<file path="src/rtl/prog_rom_loader_pkg.sv">
// Shared types for the 4-bit core's instruction store and its nibble-wide program loader.
package prog_rom_loader_pkg;

    localparam int unsigned ADDR_W = 4;
    localparam int unsigned NIB_W  = 4;
    localparam int unsigned DATA_W = 8;

    typedef logic [ADDR_W-1:0] addr_t;

    typedef struct packed {
        logic [3:0] opcode;
        logic [3:0] imm;
    } data_t;

    localparam logic [3:0] OP_ADD = 4'h0;
    localparam logic [3:0] OP_MOV = 4'h1;
    localparam logic [3:0] OP_JMP = 4'hF;

    // ADD A,0 behaves as a no-op, so a cleared store is harmless to execute.
    localparam data_t NOP_WORD = '{opcode: OP_ADD, imm: 4'h0};

    typedef enum logic [2:0] {
        ST_RUN,
        ST_LD_HI,
        ST_LD_LO,
        ST_CK_HI,
        ST_CK_LO,
        ST_HOLD,
        ST_ERR
    } loader_state_t;

    function automatic logic accepts_nibbles(loader_state_t s);
        return (s == ST_LD_HI) || (s == ST_LD_LO) || (s == ST_CK_HI) || (s == ST_CK_LO);
    endfunction

endpackage

</file>
<file path="src/rtl/prog_rom_loader_mem.sv">
// 16x8 program register file: async clear, one write port, one combinational read port.
module prog_mem
    import prog_rom_loader_pkg::*;
#(
    parameter int unsigned WORDS = 16
) (
    input  logic                clock,
    input  logic                reset,
    input  logic                we,
    input  logic [ADDR_W-1:0]   waddr,
    input  logic [DATA_W-1:0]   wdata,
    input  logic [ADDR_W-1:0]   raddr,
    output logic [DATA_W-1:0]   rdata
);

    data_t mem_q [WORDS];
    data_t mem_d [WORDS];

    always_comb begin
        mem_d = mem_q;
        if (we) begin
            mem_d[waddr] = data_t'(wdata);
        end
    end

    always_ff @(posedge clock or posedge reset) begin
        if (reset) begin
            for (int i = 0; i < int'(WORDS); i++) begin
                mem_q[i] <= NOP_WORD;
            end
        end else begin
            mem_q <= mem_d;
        end
    end

    // Read sees the pre-write word during a same-cycle write.
    assign rdata = mem_q[raddr];

endmodule

</file>
<file path="src/rtl/prog_rom_loader.sv">
// Instruction store for the 4-bit core with a checksummed nibble loader that holds the core in reset.
module prog_rom_loader
    import prog_rom_loader_pkg::*;
#(
    parameter int unsigned WORDS    = 16,
    parameter int unsigned HOLD_CYC = 2
) (
    input  logic        clock,
    input  logic        reset,
    input  logic [3:0]  fetch_addr,
    output logic [7:0]  fetch_data,
    input  logic        prog_start,
    input  logic [3:0]  prog_nibble,
    input  logic        prog_valid,
    output logic        prog_ready,
    output logic        cpu_reset_n,
    output logic        load_busy,
    output logic        load_err
);

    localparam int unsigned HOLD_W = (HOLD_CYC > 1) ? $clog2(HOLD_CYC) : 1;

    loader_state_t      state_q, state_d;
    logic [ADDR_W-1:0]  word_cnt_q, word_cnt_d;
    logic [DATA_W-1:0]  sum_q, sum_d;
    logic [NIB_W-1:0]   hi_q, hi_d;
    logic [HOLD_W-1:0]  hold_cnt_q, hold_cnt_d;
    logic               prog_ready_q, prog_ready_d;
    logic               cpu_reset_n_q, cpu_reset_n_d;
    logic               load_busy_q, load_busy_d;
    logic               load_err_q, load_err_d;

    logic               xfer_c;
    logic               mem_we_c;
    data_t              word_c;

    assign xfer_c = prog_valid && prog_ready_q;
    assign word_c = '{opcode: hi_q, imm: prog_nibble};

    // Next-state, counters, checksum and registered-output decode.
    always_comb begin
        state_d    = state_q;
        word_cnt_d = word_cnt_q;
        sum_d      = sum_q;
        hi_d       = hi_q;
        hold_cnt_d = hold_cnt_q;
        mem_we_c   = 1'b0;

        if (prog_start) begin
            state_d    = ST_LD_HI;
            word_cnt_d = '0;
            sum_d      = '0;
        end else begin
            case (state_q)
                ST_LD_HI: begin
                    if (xfer_c) begin
                        hi_d    = prog_nibble;
                        state_d = ST_LD_LO;
                    end
                end
                ST_LD_LO: begin
                    if (xfer_c) begin
                        mem_we_c = 1'b1;
                        sum_d    = sum_q + DATA_W'(word_c);
                        if (word_cnt_q == ADDR_W'(WORDS - 1)) begin
                            state_d = ST_CK_HI;
                        end else begin
                            word_cnt_d = word_cnt_q + ADDR_W'(1);
                            state_d    = ST_LD_HI;
                        end
                    end
                end
                ST_CK_HI: begin
                    if (xfer_c) begin
                        hi_d    = prog_nibble;
                        state_d = ST_CK_LO;
                    end
                end
                ST_CK_LO: begin
                    if (xfer_c) begin
                        hold_cnt_d = '0;
                        state_d    = (DATA_W'(word_c) == sum_q) ? ST_HOLD : ST_ERR;
                    end
                end
                ST_HOLD: begin
                    if (hold_cnt_q == HOLD_W'(HOLD_CYC - 1)) begin
                        state_d = ST_RUN;
                    end else begin
                        hold_cnt_d = hold_cnt_q + HOLD_W'(1);
                    end
                end
                default: ;
            endcase
        end

        prog_ready_d  = accepts_nibbles(state_d);
        load_busy_d   = accepts_nibbles(state_d) || (state_d == ST_HOLD);
        cpu_reset_n_d = (state_d == ST_RUN);
        load_err_d    = (state_d == ST_ERR);
    end

    always_ff @(posedge clock or posedge reset) begin
        if (reset) begin
            state_q       <= ST_RUN;
            word_cnt_q    <= '0;
            sum_q         <= '0;
            hi_q          <= '0;
            hold_cnt_q    <= '0;
            prog_ready_q  <= 1'b0;
            cpu_reset_n_q <= 1'b0;
            load_busy_q   <= 1'b0;
            load_err_q    <= 1'b0;
        end else begin
            state_q       <= state_d;
            word_cnt_q    <= word_cnt_d;
            sum_q         <= sum_d;
            hi_q          <= hi_d;
            hold_cnt_q    <= hold_cnt_d;
            prog_ready_q  <= prog_ready_d;
            cpu_reset_n_q <= cpu_reset_n_d;
            load_busy_q   <= load_busy_d;
            load_err_q    <= load_err_d;
        end
    end

    prog_mem #(
        .WORDS (WORDS)
    ) u_mem (
        .clock (clock),
        .reset (reset),
        .we    (mem_we_c),
        .waddr (word_cnt_q),
        .wdata (DATA_W'(word_c)),
        .raddr (addr_t'(fetch_addr)),
        .rdata (fetch_data)
    );

    assign prog_ready  = prog_ready_q;
    assign cpu_reset_n = cpu_reset_n_q;
    assign load_busy   = load_busy_q;
    assign load_err    = load_err_q;

endmodule

</file>
<file path="config.mk">
export PLATFORM = sky130hd
export DESIGN_NAME = prog_rom_loader
export DESIGN_NICKNAME = d
export VERILOG_FILES = /design/src/rtl/prog_rom_loader_pkg.sv /design/src/rtl/prog_rom_loader_mem.sv /design/src/rtl/prog_rom_loader.sv
export SDC_FILE = /design/constraint.sdc
export NUM_CORES = 1
export LEC_CHECK = 0
export ABC_CLOCK_PERIOD_IN_PS = 5400
export BUFFER_PORTS_ARGS = -buffer_cell sky130_fd_sc_hd__buf_4
export CORE_UTILIZATION = 40
export CTS_CLUSTER_DIAMETER = 80
export DETAILED_ROUTE_END_ITERATION = 10
export GPL_ROUTABILITY_DRIVEN = 0
export SYNTH_ARGS = -nofsm -noshare
export SYNTH_HDL_FRONTEND = slang
export SYNTH_HIERARCHICAL = 1
export SYNTH_SLANG_ARGS = --single-unit
</file>
<file path="constraint.sdc">
create_clock -name clock -period 5.4 [get_ports clock]
set_input_delay 1.08 -clock clock [delete_from_list [all_inputs] [get_ports clock]]
set_output_delay 1.08 -clock clock [all_outputs]
set_load 0.01 [all_outputs]
</file>
======== Yosys cells after proc, flatten, opt, wreduce, memory -nomap -nowiden ========
Index checks and enable logic that the tools add are counted.
word-level totals
  bits in latches ......................... 0
  logic and storage cells ................. 108
  output and inout port bits .............. 12
  memories ................................ 0
  RAM bits ................................ 0
  ROM bits ................................ 0
  input bits .............................. 12
  register bits ........................... 152
cells by class
  $mul .................................... 0
  add/sub/neg operators ................... 3
  equality and inequality tests ........... 15
  bitwise gates (word level) .............. 3
  divide/modulo/power cells ............... 0
  reduce and logical (&&, ||, !) cells .... 15
  order comparisons ....................... 3
  mux-type cells .......................... 28
  shifts and indexed selects .............. 0
operators by type and width
  cell                   count
  $bwmux W128            1
  $mux W8                6
  $bmux W8 S4            1
  $demux W8 S4           1
  $mux W3                6
  $mux W4                4
  $eq A3 B3 Y1 const B   5
  $pmux W3 S5            1
  $eq A3 B2 Y1 const B   4
  $ge A5 B5 Y1 const B   2
  $not A4 Y5             2
  $reduce_and A3 Y1      3
  $add A8 B8 Y8          1
  $eq A8 B8 Y1           1
  $eq A3 B1 Y1 const B   2
  $reduce_bool A2 Y1     3
  $lt A5 B1 Y1 const B   1
  $mux W1                5
  $add A4 B1 Y4 const B  1
  $eq A4 B4 Y1 const B   1
  $logic_or A1 B1 Y1     4
  $mux W2                2
  $ne A2 B2 Y1 const B   2
  $logic_not A3 Y1       1
  other kinds (6)        7

======== Depth between registers and ports, before layout ========
  depth after elaboration ................. 10
  gate-level depth with buffers ........... 8

======== Cells and area by module ========
Netlist, hierarchy kept.
modules (own cells, without submodules)
  module           area an instance (µm²)  instances  cells each
  prog_mem         5874.4                  1          369
  prog_rom_loader  1382.6                  1          139

======== Least setup slack after synthesis ========
OpenSTA, ideal clock, no wires.
  path type ............................... input to output
  start ................................... in fetch_addr[0]
  end ..................................... out fetch_data[0]
  setup slack ............................. 1998 ps
  path buffers ............................ 2
  data required time ...................... 4320 ps
  cell stages on the path ................. 5
  arrival time ............................ 2322 ps
  cells stage by stage .................... buf_2 buf_2 mux4_2 a22oi_1 nand2_1
on the way
  word-level cells in the longest chain between the ends .. 4
RTL lines
  item                                         line                       text
  from (decl)                                  prog_rom_loader.sv:10      input logic [3:0] fetch_addr,
  $not A4 Y5 (implied by the code)             prog_rom_loader_mem.sv:37  assign rdata = mem_q[raddr];
  $bmux W8 S4                                  prog_rom_loader_mem.sv:37
  $mux W8 (implied by the code) (2 in series)  prog_rom_loader_mem.sv:37
  to (decl)                                    prog_rom_loader.sv:11      output logic [7:0] fetch_data,
No other way between the ends. The select of a mux whose other input is x is not followed.

======== Worst setup path after layout ========
  start ................................... in fetch_addr[0]
  end ..................................... out fetch_data[1]
The elaborated chain is that of the path after synthesis.

==> results <==
- The flow ran to the end, and the final reports show no timing, DRC or antenna violations.
- The final-stage net count is around 540.
- The placeable core region is 0.0175 sq mm.
- The static power due to leakage is around 3.9 nW.
- The starting density of the core is between 40% and 50%.
- The count of max-cap constraint violations is 0.
- The reg-to-reg critical path endpoint is u_mem/mem_q[99].
- The total I/O pin count is 24.
- The worst clock skew on the final layout is around 0.010 ns.
- Counting the buffers created by CTS gives 17.
- The H-tree level count is 4.
- The leading cell type by number of instances after synthesis is sky130_fd_sc_hd__dfrtp_1.
- Synthesis produced around 510 cells.
- The total routed wirelength is roughly 16000 microns.
- Net switching is 25.8% of the power.
- The horizontal die dimension is between 100 and 150 microns.
- The clock latency on the worst-skew pair is 0.43 ns.
- The max-slew violation count is 0.
- Summed over all instances, the cell type with the most area after synthesis is sky130_fd_sc_hd__dfrtp_1.
- The setup-violating endpoint count in the final report is 0.
- The maximum fanout count along the critical path is 32.
- Once the clock tree was built, the setup fixing pass inserted 0 buffers.
- The critical hold path startpoint is u_mem/mem_q[49].
- The average routed wire per standard cell is 20.7 microns.
- The slew at the pin with the worst max-slew slack is ~0.94 ns.
- For this design, the sink count on the clock tree is roughly 150.
- The initial antenna violation count is 0.
- Yosys attributes the largest share of cell area to sky130_fd_sc_hd__dfrtp_1 52%, sky130_fd_sc_hd__mux2_2 19%, sky130_fd_sc_hd__mux4_2 9.9%.
- The post-route worst hold slack is ~0.5 ns.
- After clock tree synthesis, the flow added hold-fix buffers numbering 0.
- The die covers roughly 0.019 sq mm.
- The count of cells resized by post-cts repair is 0.
- The number of warnings printed during yosys synthesis is 6.
- The share of power burned in the clock network is between 40% and 50%.
- STA classifies the critical path startpoint as a primary input.
- The number of global-route vias before repair is approximately 4400.
- The tree is rooted in a sky130_fd_sc_hd__clkbuf_16.
- Of the available clock period, the critical path in the final layout requires 70.9%.
- The repair_antennas step left the layout with diodes totalling 0.
- The first global-routing pass estimated approximately 26000 microns of wire.
- Detailed placement ended at an HPWL of roughly 10000 microns.
- The sequential cell area fraction in the yosys report is roughly 52%.
- The kind of capture point of the worst setup path is an output pin.
- In this run the core area contains 48 standard-cell rows.
- Dividing the detail-routed via count by the number of cells gives roughly 5.6.
- The global-route total usage across every layer is a little under a fifth.
- IR analysis of the VDD net gives a maximum drop of about 220 uV.
- The synthesized cell area is between 0.007 and 0.008 sq mm.
- TritonCTS built the clock tree.
- The worst reg-to-reg setup slack is approximately 2.3 ns.
- In this run, the number of DRC markers left after iteration 0 of detailed routing was 214.
- The global-route congestion overflow total is 0.
- The share of layout cells above drive strength 1 is 43.8%.
- The net count after synthesis is between 500 and 600.
- From bottom edge to top edge, the die measures between 100 and 150 microns.
- The setup TNS after final layout is 0 ns.
- The synthesized design contains 0 enable-type register cells.
- For hold timing, the worst endpoint is u_mem/mem_q[49].
- The internal portion of the total power is ~2.1 mW.
- The detailed-route DRC error count is 0.
- The peak clock frequency supported by timing is 261 MHz.
- STA puts the critical path data arrival time at 2.75 ns.
- The per-instance average area after synthesis is 14.3 sq um.
- After clock tree synthesis, the clock-pin slew on the worst setup and hold paths is 0.05 ns.
- The path class of the tightest hold or removal check is reg -> reg.
- The headroom to the max-slew limit is a little under two fifths.
- At the worst endpoint, the required time is 4.32 ns.
- Counting the fill cells in the layout gives about 1500.
- Combinational cells account for a little under a tenth of the total power.
- During placement, the flow inserted port buffers numbering 23.
- Sorting the synthesized cells by how often they occur yields 152 x sky130_fd_sc_hd__dfrtp_1, 124 x sky130_fd_sc_hd__mux2_2, 32 x sky130_fd_sc_hd__mux4_2, 24 x sky130_fd_sc_hd__nand2_1, 17 x sky130_fd_sc_hd__a22oi_1.
- The post-route minimum period is approximately 3.8 ns.
- The startpoint identified for the worst register-to-register timing path is state_q[2].
- Of all flip-flops after synthesis, the portion carrying an async set or reset was between 90% and 100%.
- Setup repair after global routing left no endpoint under its margin.
- The relative contribution of sequential cells to total power is 47.2%.
- In this run, synthesis produced a sequential element count of 152.
- The number of optimization iterations in the first detailed-route pass is 4.
- The maximum count of clock buffers along a single path is 2.
- Along the worst hold path, the cell count comes to 1.
- Power spread over the standard cell area amounts to about 340 mW/mm^2.
- The distinct cell type count of the synthesized netlist is 52.
- The most used flip-flop cell after synthesis is sky130_fd_sc_hd__dfrtp_1.
- Summing over every cut layer, the via total after detailed routing is 4253.
- The number of cells on the worst reg-to-reg path is 6.
- The count of endpoints failing hold in the final timing report is 0.
- After synthesis, the largest area contributor takes up 52.4% of total cell area.
- In this run the remaining antenna-violating nets after routing total 0.
- Entering global routing, the biggest net connects 51 pins.
- The kind of critical path is in -> out.
- Compared with the post-synthesis result, the final layout area differs by 12.8%.
- The total net switching power is roughly 700 uW.
through the flow:
step / setup WS, ns / power [mW] / instance area (sq um) / std cells / utilization [%]
2_1_floorplan: 0.907 / 1.50 / 7260 / 508 / -
3_3_place_gp: 1.47 / 1.59 / 7590 / 729 / 43.4
3_5_place_dp: 1.52 / 1.60 / 7590 / 729 / 43.4
4_1_cts: 1.52 / 2.81 / 8190 / 761 / 46.9
5_1_grt: 1.42 / 2.90 / 8190 / 761 / 46.9
6_report: 1.57 / 2.78 / 8190 / 761 / 46.9
kinds of logic (layout without fill, tap and decap cells):
kind of cell	Yosys count	in the layout	synth area share (%)
AO/OA/AOI/OAI	45	45	4.28
XOR/XNOR	8	8	0.965
adder cells (fa/ha/maj)	9	9	1.66
buffers and inverters	32	60	2.10
flip-flops	152	152	52.4
multiplexers	166	166	31.1
AND/OR/NAND/NOR	96	96	7.48
cell usage in the layout, fill, tap and decap left out, types with 5 or more instances in the layout:
master / Yosys / final
sky130_fd_sc_hd__mux2_4: 8 / 8
sky130_fd_sc_hd__nand3b_1: 7 / 7
sky130_fd_sc_hd__a22oi_1: 17 / 17
sky130_fd_sc_hd__nand2_1: 24 / 24
sky130_fd_sc_hd__nor3_1: 6 / 6
sky130_fd_sc_hd__nand2b_1: 6 / 6
sky130_fd_sc_hd__nor2_2: 6 / 6
sky130_fd_sc_hd__nor2_1: 15 / 15
sky130_fd_sc_hd__a21oi_1: 8 / 8
sky130_fd_sc_hd__ha_1: 8 / 8
sky130_fd_sc_hd__buf_4: 1 / 26
sky130_fd_sc_hd__dfrtp_1: 152 / 152
sky130_fd_sc_hd__mux2_2: 124 / 124
sky130_fd_sc_hd__clkbuf_16: 0 / 17
sky130_fd_sc_hd__nand3_1: 8 / 8
sky130_fd_sc_hd__clkinvlp_4: 0 / 5
sky130_fd_sc_hd__mux4_2: 32 / 32
worst max path at each step:
stage | start | to | slack, ns
finish | fetch_addr[0] | fetch_data[1] | 1.57
detailed placement | fetch_addr[0] | fetch_data[1] | 1.52
floorplan | reset | u_mem/mem_q[0] | 0.91
CTS | fetch_addr[0] | fetch_data[1] | 1.52
global route | fetch_addr[0] | fetch_data[1] | 1.42
global placement | fetch_addr[0] | fetch_data[1] | 1.47
registers in the layout, summed over array words and instances (netlist names):
register / flops
hold_cnt_q: 1
load_busy: 1
sum_q: 8
prog_ready: 1
state_q: 3
hi_q: 4
load_err: 1
cpu_reset_n: 1
word_cnt_q: 4
u_mem/mem_q: 128
critical path, cell delays in order:
cell	delay, ns
sky130_fd_sc_hd__buf_4	0.52
sky130_fd_sc_hd__mux4_2	0.59
sky130_fd_sc_hd__a22oi_1	0.27
sky130_fd_sc_hd__nand2_1	0.11
sky130_fd_sc_hd__buf_4	0.15
routing by layer:
layer	vias up	global-route usage [%]	share of wire, %
met4	0	6.54	1.1
met1	2260	25.2	46
met2	59	30.3	49
met3	12	4.22	3.8
met5	-	0	0
li1	1922	-	-
final cells by class:
| cell class | count | area [sq um] | share of cell area, % |
|---|---|---|---|
| clock inverters | 12 | 151 | 1.85 |
| inverters | 2 | 10.0 | 0.122 |
| flip-flops and latches | 152 | 3800 | 46.4 |
| clock buffers | 20 | 447 | 5.45 |
| multi-input cells | 324 | 3300 | 40.3 |
| well taps | 225 | 282 | 3.44 |
| repair buffers | 26 | 195 | 2.38 |
power by group through the flow:
stage | registers, mW | logic (mW) | clock network (mW)
finish | 1.31 | 0.266 | 1.20
global route | 1.33 | 0.297 | 1.27
CTS | 1.31 | 0.270 | 1.23
detailed placement | 1.33 | 0.269 | 0
global placement | 1.33 | 0.262 | 0
floorplan | 1.26 | 0.233 | 0
(Power assumes the default switching activity.)
